$ cat src/rtl/gcd_pkg.sv
// Shared definitions for the gcd feeder: FSM state encoding and timing constants.
package gcd_pkg;

    localparam int GCD_WIDTH      = 32;
    localparam int GAP_CYCLES     = 2;
    localparam int TIMEOUT_CYCLES = 1024;

    typedef enum logic [2:0] {
        IDLE,
        ISSUE,
        ARM,
        WAIT,
        HOLD,
        GAP
    } gcdState_e;

endpackage

$ cat src/rtl/gcd_fifo.sv
// Operand-pair FIFO for the gcd feeder.
// The full flag is a register, so a push is refused whenever the FIFO is full,
// even if a pop happens in the same cycle. Pointers wrap modulo DEPTH (power of two).
module gcd_fifo #(
    parameter int DEPTH = 4,
    parameter int DW    = 64
) (
    input  logic          clk,
    input  logic          reset_n,
    input  logic          push_i,
    input  logic [DW-1:0] pushData_i,
    input  logic          pop_i,
    output logic [DW-1:0] popData_o,
    output logic          full_o,
    output logic          empty_o
);

    localparam int AW = $clog2(DEPTH);

    logic [AW-1:0] wrPtr_q, wrPtr_d;
    logic [AW-1:0] rdPtr_q, rdPtr_d;
    logic [AW:0]   count_q, count_d;
    logic          full_q, full_d;
    logic [DW-1:0] mem_q [DEPTH];
    logic          doPush;
    logic          doPop;

    // Work out which transfers actually happen and the resulting pointers, count and full flag.
    always_comb begin
        doPush  = push_i && !full_q;
        doPop   = pop_i && (count_q != '0);
        wrPtr_d = wrPtr_q;
        rdPtr_d = rdPtr_q;
        count_d = count_q;
        if (doPush) begin
            wrPtr_d = wrPtr_q + 1'b1;
        end
        if (doPop) begin
            rdPtr_d = rdPtr_q + 1'b1;
        end
        if (doPush && !doPop) begin
            count_d = count_q + 1'b1;
        end else if (!doPush && doPop) begin
            count_d = count_q - 1'b1;
        end
        full_d = (count_d == (AW+1)'(DEPTH));
    end

    // Pointer, occupancy and full-flag registers with synchronous active-low reset.
    always_ff @(posedge clk) begin
        if (!reset_n) begin
            wrPtr_q <= '0;
            rdPtr_q <= '0;
            count_q <= '0;
            full_q  <= 1'b0;
        end else begin
            wrPtr_q <= wrPtr_d;
            rdPtr_q <= rdPtr_d;
            count_q <= count_d;
            full_q  <= full_d;
        end
    end

    // Storage array; contents need no reset because the count gates every read.
    always_ff @(posedge clk) begin
        if (doPush) begin
            mem_q[wrPtr_q] <= pushData_i;
        end
    end

    assign popData_o = mem_q[rdPtr_q];
    assign full_o    = full_q;
    assign empty_o   = (count_q == '0);

endmodule

$ cat src/rtl/gcd_feeder.sv
// gcd_feeder: queues operand pairs and feeds them one at a time to an external gcd unit,
// returning results in acceptance order over a valid/ready stream.
// Optional macro GCD_FEEDER_TIMEOUT_EN adds a WAIT-state watchdog that ends a hung
// operation with out_result=0 and out_err=1; without it out_err is tied low.
module gcd_feeder
    import gcd_pkg::*;
#(
    parameter int DEPTH = 4,
    parameter int WIDTH = GCD_WIDTH
) (
    input  logic             clk,
    input  logic             reset_n,
    input  logic             in_valid,
    output logic             in_ready,
    input  logic [WIDTH-1:0] in_a,
    input  logic [WIDTH-1:0] in_b,
    output logic             gcd_start,
    output logic [WIDTH-1:0] gcd_a,
    output logic [WIDTH-1:0] gcd_b,
    input  logic             gcd_done,
    input  logic [WIDTH-1:0] gcd_result,
    output logic             out_valid,
    input  logic             out_ready,
    output logic [WIDTH-1:0] out_result,
    output logic             out_err
);

    localparam int GCW = $clog2(GAP_CYCLES + 1);

    gcdState_e        state_q, state_d;
    logic [WIDTH-1:0] gcdA_q, gcdA_d;
    logic [WIDTH-1:0] gcdB_q, gcdB_d;
    logic [WIDTH-1:0] result_q, result_d;
    logic [GCW-1:0]   gapCnt_q, gapCnt_d;
    logic [2*WIDTH-1:0] headData;
    logic [WIDTH-1:0] headA;
    logic [WIDTH-1:0] headB;
    logic             fifoFull;
    logic             fifoEmpty;
    logic             pop;

`ifdef GCD_FEEDER_TIMEOUT_EN
    localparam int WDW = $clog2(TIMEOUT_CYCLES);
    logic [WDW-1:0]   wdCnt_q, wdCnt_d;
    logic             err_q, err_d;
`endif

    gcd_fifo #(
        .DEPTH (DEPTH),
        .DW    (2*WIDTH)
    ) uFifo (
        .clk        (clk),
        .reset_n    (reset_n),
        .push_i     (in_valid),
        .pushData_i ({in_a, in_b}),
        .pop_i      (pop),
        .popData_o  (headData),
        .full_o     (fifoFull),
        .empty_o    (fifoEmpty)
    );

    assign headA = headData[2*WIDTH-1:WIDTH];
    assign headB = headData[WIDTH-1:0];

    // Next-state and output decode: one operation in flight, zero operands short-circuit to HOLD.
    always_comb begin
        state_d   = state_q;
        gcdA_d    = gcdA_q;
        gcdB_d    = gcdB_q;
        result_d  = result_q;
        gapCnt_d  = gapCnt_q;
        pop       = 1'b0;
        gcd_start = 1'b0;
`ifdef GCD_FEEDER_TIMEOUT_EN
        wdCnt_d   = wdCnt_q;
        err_d     = err_q;
`endif
        case (state_q)
            IDLE: begin
                if (!fifoEmpty) begin
                    pop    = 1'b1;
                    gcdA_d = headA;
                    gcdB_d = headB;
                    if ((headA == '0) || (headB == '0)) begin
                        result_d = (headA == '0) ? headB : headA;
`ifdef GCD_FEEDER_TIMEOUT_EN
                        err_d    = 1'b0;
`endif
                        state_d  = HOLD;
                    end else begin
                        state_d  = ISSUE;
                    end
                end
            end
            ISSUE: begin
                gcd_start = 1'b1;
                state_d   = ARM;
            end
            ARM: begin
`ifdef GCD_FEEDER_TIMEOUT_EN
                wdCnt_d = '0;
`endif
                state_d = WAIT;
            end
            WAIT: begin
                if (gcd_done) begin
                    result_d = gcd_result;
`ifdef GCD_FEEDER_TIMEOUT_EN
                    err_d    = 1'b0;
`endif
                    state_d  = HOLD;
                end
`ifdef GCD_FEEDER_TIMEOUT_EN
                else if (wdCnt_q == WDW'(TIMEOUT_CYCLES - 1)) begin
                    result_d = '0;
                    err_d    = 1'b1;
                    state_d  = HOLD;
                end else begin
                    wdCnt_d  = wdCnt_q + 1'b1;
                end
`endif
            end
            HOLD: begin
                if (out_ready) begin
                    gapCnt_d = '0;
                    state_d  = GAP;
                end
            end
            GAP: begin
                if (gapCnt_q == GCW'(GAP_CYCLES - 1)) begin
                    state_d  = IDLE;
                end else begin
                    gapCnt_d = gapCnt_q + 1'b1;
                end
            end
            default: begin
                state_d = IDLE;
            end
        endcase
    end

    // State, operand and result registers with synchronous active-low reset.
    always_ff @(posedge clk) begin
        if (!reset_n) begin
            state_q  <= IDLE;
            gcdA_q   <= '0;
            gcdB_q   <= '0;
            result_q <= '0;
            gapCnt_q <= '0;
`ifdef GCD_FEEDER_TIMEOUT_EN
            wdCnt_q  <= '0;
            err_q    <= 1'b0;
`endif
        end else begin
            state_q  <= state_d;
            gcdA_q   <= gcdA_d;
            gcdB_q   <= gcdB_d;
            result_q <= result_d;
            gapCnt_q <= gapCnt_d;
`ifdef GCD_FEEDER_TIMEOUT_EN
            wdCnt_q  <= wdCnt_d;
            err_q    <= err_d;
`endif
        end
    end

    assign in_ready   = !fifoFull;
    assign gcd_a      = gcdA_q;
    assign gcd_b      = gcdB_q;
    assign out_valid  = (state_q == HOLD);
    assign out_result = result_q;
`ifdef GCD_FEEDER_TIMEOUT_EN
    assign out_err    = err_q;
`else
    assign out_err    = 1'b0;
`endif

endmodule

$ cat config.mk
export PLATFORM = sky130hd
export DESIGN_NAME = gcd_feeder
export DESIGN_NICKNAME = d
export VERILOG_FILES = /design/src/rtl/gcd_pkg.sv /design/src/rtl/gcd_fifo.sv /design/src/rtl/gcd_feeder.sv
export SDC_FILE = /design/constraint.sdc
export NUM_CORES = 1
export LEC_CHECK = 0
export ABC_AREA = 1
export ABC_CLOCK_PERIOD_IN_PS = 4900
export CORE_MARGIN = 3
export CORE_UTILIZATION = 30
export DETAILED_ROUTE_END_ITERATION = 8
export GPL_TIMING_DRIVEN = 0
export PLACE_DENSITY = 0.61
export SLEW_MARGIN = 20
export SYNTH_ARGS = -nofsm -noshare
export SYNTH_HDL_FRONTEND = slang
export SYNTH_HIERARCHICAL = 1
export SYNTH_SLANG_ARGS = --single-unit
export TNS_END_PERCENT = 10
$ cat constraint.sdc
create_clock -name clk -period 4.9 [get_ports clk]
set_input_delay 0.735 -clock clk [delete_from_list [all_inputs] [get_ports clk]]
set_output_delay 0.735 -clock clk [all_outputs]
set_load 0.1 [all_outputs]
# --- After elaboration in Yosys (flattened, before gate mapping) ---
# Memory sizes are Yosys's and may differ from the RTL's. A register that Yosys moved wholly into a read port is not among the register bits.
# Index checks and enable logic that the tools add are counted.
word_totals:
  inputBits: 101
  word_cells: 71
  memories: 1
  out_inout_bits: 100
  ramBits: 256
  regBits: 109
op_classes:
  mux: 23
  n_eq_ne: 13
  bitwise_logic: 1
  reduce_logical: 19
  addsub: 5
mem_list:
  columns: ["name", "words", "width", "rd", "rd_ports_with_merged_regs", "write_ports", "line_no", "source"]
  rows:
  - ["uFifo.mem_q", 4, 64, 1, 1, 1, "gcd_fifo.sv:24", "logic [DW-1:0] mem_q [DEPTH];"]
ops:
  columns: ["op", "count"]
  rows:
  - ["2-to-1 mux 32 bit", 4]
  - ["zero test 32 bit", 2]
  - ["case mux 32 bit (2 select lines)", 1]
  - ["2-to-1 mux 3 bit", 7]
  - ["case mux 3 bit (6 select lines)", 1]
  - ["!= test 2 bit (second input constant)", 5]
  - ["== test 3 bit (second input constant)", 3]
  - ["2-to-1 mux 2 bit", 4]
  - ["AND reduction 4 bit", 2]
  - ["adder 2 x 1 -> 2 bit (second input constant)", 3]
  - ["== test 3 x 2 -> 1 bit (second input constant)", 2]
  - ["zero test 3 bit", 2]
  - ["2-to-1 mux 1 bit", 5]
  - ["logical AND 1 bit", 4]
  - ["case mux 2 bit (2 select lines)", 1]
  - ["nonzero test 2 bit", 2]
  - ["adder 3 x 1 -> 3 bit (second input constant)", 1]
  - ["== test 3 x 1 -> 1 bit (second input constant)", 1]
  - ["zero test 1 bit", 3]
  - ["AND reduction 3 bit", 1]
  - ["nonzero test 3 bit", 1]
  - ["subtractor 3 x 1 -> 3 bit (second input constant)", 1]
  - ["== test 2 x 1 -> 1 bit (second input constant)", 1]
  - ["!= test 2 x 1 -> 1 bit (second input constant)", 1]
  - ["3 further kinds", 3]

# --- Depth between registers and ports, before layout ---
logic_depth:
  ltp_word: 8
  mapped_depth: 19

# --- By module ---
# Netlist, hierarchy kept.
modules_own_cells:
  columns: ["mod", "cells_each", "n_inst", "area_each_um2"]
  rows:
  - ["gcd_fifo", 694, 1, 10044.6]
  - ["gcd_feeder", 712, 1, 4857.2]

# --- Least setup slack after synthesis ---
# OpenSTA, ideal clock, no wires.
synth_path:
  path_type: "in2reg"
  startpoint: "input in_valid"
  endpoint: "memory uFifo.mem_q[0][0], enable pin"
  arrival_ns: 3.628
  stages: 3
  slack_ns: 0.786
  setup_time_ns: 0.486
  path_cell_list: "nand2_1 buf_2 nor2_1"
synth_between:
  elab_chain_len: 3
synth_lines:
  columns: ["element", "line_no", "source"]
  rows:
  - ["from (decl)", "gcd_feeder.sv:13", "input logic in_valid,"]
  - ["logical AND 1 bit", "gcd_fifo.sv:30", "doPush = push_i && !full_q;"]
  - ["2-to-1 mux 1 bit", "gcd_fifo.sv:66", "if (doPush) begin"]
  - ["2-to-1 mux 1 bit (not written as such)", "gcd_fifo.sv:67", "mem_q[wrPtr_q] <= pushData_i;"]
  - ["to (decl)", "gcd_fifo.sv:24", null]
# No other way between the ends.

# --- Final worst setup path ---
layout_path:
  startpoint: "register state_q[0]"
  endpoint: "output gcd_start"
layout_between:
  elab_chain_len: 2
layout_lines:
  columns: ["element", "line_no", "source"]
  rows:
  - ["from (decl)", "gcd_feeder.sv:30", "gcdState_e state_q, state_d;"]
  - ["from (signal assigned)", "gcd_feeder.sv:155", "state_q <= state_d;"]
  - ["== test 3 x 1 -> 1 bit", "gcd_feeder.sv:78", "case (state_q)"]
  - ["2-to-1 mux 1 bit", "gcd_feeder.sv:78", null]
  - ["to (decl)", "gcd_feeder.sv:17", "output logic gcd_start,"]
# No other way between the ends.

==> results.txt <==
Largest net degree at the start of global routing -> 22
H-Tree Depth -> 2
Most common cell after layout, fill and taps aside -> edfxtp_1
Post-DP HPWL -> 36.19 mm
Worst Max-Slew Pin Slew -> 1.035 ns
Routed WL -> 49.24 mm
Pwr dens -> 600.6 nW/um^2
Post-synthesis sequential area ratio -> 66.50%
Initial core utilization -> 30.38%
Antenna violations before repair -> 6
Vias per cell -> 4.863
Syn_area_per_cell -> 10.60 um^2
Post-route core utilization -> 39.48%
Placed cell count -> 2282
Ratio of cells with drive above 1 in the final layout -> 9.882%
Clk buf depth -> 3
Clk sinks -> 367
Final Hold Fails -> 0
Final setup viols -> 0
Via Count -> 11480
Final Non-Filler Cells -> 2361
Post-DRT Antenna Nets -> 0
Final GP Congestion -> 0.8485
Class of the worst hold path -> reg -> reg
Hold slack -> 0.4691 ns
Critical Setup Path Class -> reg -> out
Detailed-route DRC error count -> 0
WL/cell -> 20.86 um
Die Wd -> 228.9 um
I/O Buffers -> 199
CTS Root Cell -> clkbuf_16
Clock skew -> 0.01727 ns
Syn Nets -> 1515
Peak fanout along the critical path -> 4
Number of max-cap violations -> 0
Standard-cell rows -> 81
Peak VDD IR -> 397.2 uV
CTS resizes -> 0
P_leak -> 7.089 nW
# fillers -> 4771
Final setup margin -> 1.460 ns
Area grow syn2layout -> 29.95%
Drt pass-1 iters -> 5
Number of synthesized register bits -> 367
Post-route cell area -> 19360 um^2
Total core area -> 49050 um^2
Die Y -> 228.9 um
Design Power -> 11.63 mW
Die area -> 52380 um^2
Synth top area cells -> edfxtp_1 (52%), dfxtp_1 (15%), nor2_1 (6.3%)
Fin Setup TNS -> 0 ns
Clk_lat worst skew -> 0.55 ns
Clk slew on worst S/H paths -> 0.06 ns
Hold bufs inserted after CTS -> 0
TritonCTS buffer count -> 40
Startpoint Class -> flip-flop
Placed Area -> 18080 um^2
Ys Warns -> 6
TritonCTS clock tree -> yes
Yosys top cell by area -> edfxtp_1
Share of the synthesized area in the top cell type -> 51.59%
Drt initial violations -> 1154
First-pass GRT wire length -> 71.75 mm
CP required -> 4.16 ns
Most frequent cells in the layout -> edfxtp_1 (256), nor2_1 (248), clkdlybuf4s50_1 (199)
Min cycle time layout -> 3.440 ns
Slew Limit Fails -> 0
Status -> completed
Vias in the first global route -> 11220
Syn Inst Count -> 1406
Relative max-transition margin -> 30.77%
Post-CTS setup buffer count -> 0
NumNets Final -> 1769
Fin crit share -> 70.21%
F_max -> 290.7 MHz
Worst slack, placed -> 1.685 ns
Synth unique cells -> 36
Unrepaired setup endpoints after global routing -> false
GRT Residual Overflow -> 0
I/O pin total -> 201
CP arrival -> 2.71 ns
Mapped Area -> 14900 um^2
GRT Total Usage -> 18.30%
Critical Path End Type -> output pin
[path summary, 6_finish.rpt]
kind / start / end / slack, ns / cells past startpoint
setup / recovery: state_q[0]$_SDFFE_PN0P_ / gcd_start / 1.46 / 3
hold / removal: gapCnt_q[1]$_SDFFE_PN0P_ / gapCnt_q[1]$_SDFFE_PN0P_ / 0.47 / 2
setup reg to reg: flip-flop / out_result[7]$_SDFFE_PN0P_ / 1.59 / 16
hold reg to reg: gapCnt_q[1]$_SDFFE_PN0P_ / gapCnt_q[1]$_SDFFE_PN0P_ / 0.47 / 2
[metal layers]
metal | part of all wire, % | track usage (%) | routed length [um] | up-vias
li1 | - | - | - | 5392
met4 | 2.7 | 6.275 | 1348 | 6
met2 | 46 | 28.80 | 22690 | 468
met3 | 8.3 | 4.125 | 4065 | 70
met1 | 43 | 24.98 | 21090 | 5546
met5 | 0.085 | 0 | 42 | -
[final cells by class]
type                       instances  area (um^2)  area share (%)
sequential                       367         9910           51.17
multi-input combinational        870         4120           21.28
timing repair buffer             212         2320           11.98
clock buffer                      60         1180           6.093
tap                              664        830.8           4.290
buffer                            91        606.8           3.134
inverter                          78        295.3           1.525
clock inverter                    12        85.08          0.4394
antenna                            7        17.52         0.09046
[sequential cells by signal, indices dropped and copies added (netlist names), named ones only]
| name | count |
|---|---|
| uFifo/mem_q | 256 |
| gcd_a | 32 |
| gcd_b | 32 |
| out_result | 32 |
| state_q | 3 |
| uFifo/count_q | 3 |
| gapCnt_q | 2 |
| uFifo/rdPtr_q | 2 |
| uFifo/wrPtr_q | 2 |
| uFifo/full_o | 1 |
[kinds of logic (layout without fill, tap and decap cells)]
family	count (synthesis)	in the layout	share of synthesized area, %
AO/OA/AOI/OAI	350	350	12.35
flip-flops	367	367	66.50
AND/OR/NAND/NOR	509	509	14.28
buffers and inverters	169	453	6.054
adder cells (fa/ha/maj)	8	8	0.6717
other	1	8	0.02516
XOR/XNOR	2	2	0.1176
[cell usage after synthesis, drive strengths merged]
| cell type | number |
|---|---|
| dfxtp | 111 |
| nor3 | 3 |
| a21oi | 85 |
| clkbuf | 27 |
| clkinv | 2 |
| buf | 64 |
| ha | 8 |
| nor2 | 256 |
| edfxtp | 256 |
| o22ai | 64 |
| o21ai | 200 |
| or2 | 32 |
| and2 | 3 |
| nand3 | 69 |
| nand3b | 1 |
| inv | 76 |
| or3 | 1 |
| a31oi | 1 |
| conb | 1 |
| nand4 | 1 |
| nand2 | 143 |
| xor2 | 2 |
[where the power goes]
part,internal [mW],switching (mW)
clock,1.72,1.19
combinational,1.25,3.58
sequential,3.70,0.196
total,6.66,4.97
[worst max-delay path, stage by stage (launching register included)]
cell             delay, ns
dfxtp_1               0.40
inv_2                 0.08
nor3_1                0.43
clkdlybuf4s50_1       1.25
Note: power is estimated with default switching activity, not from simulation.
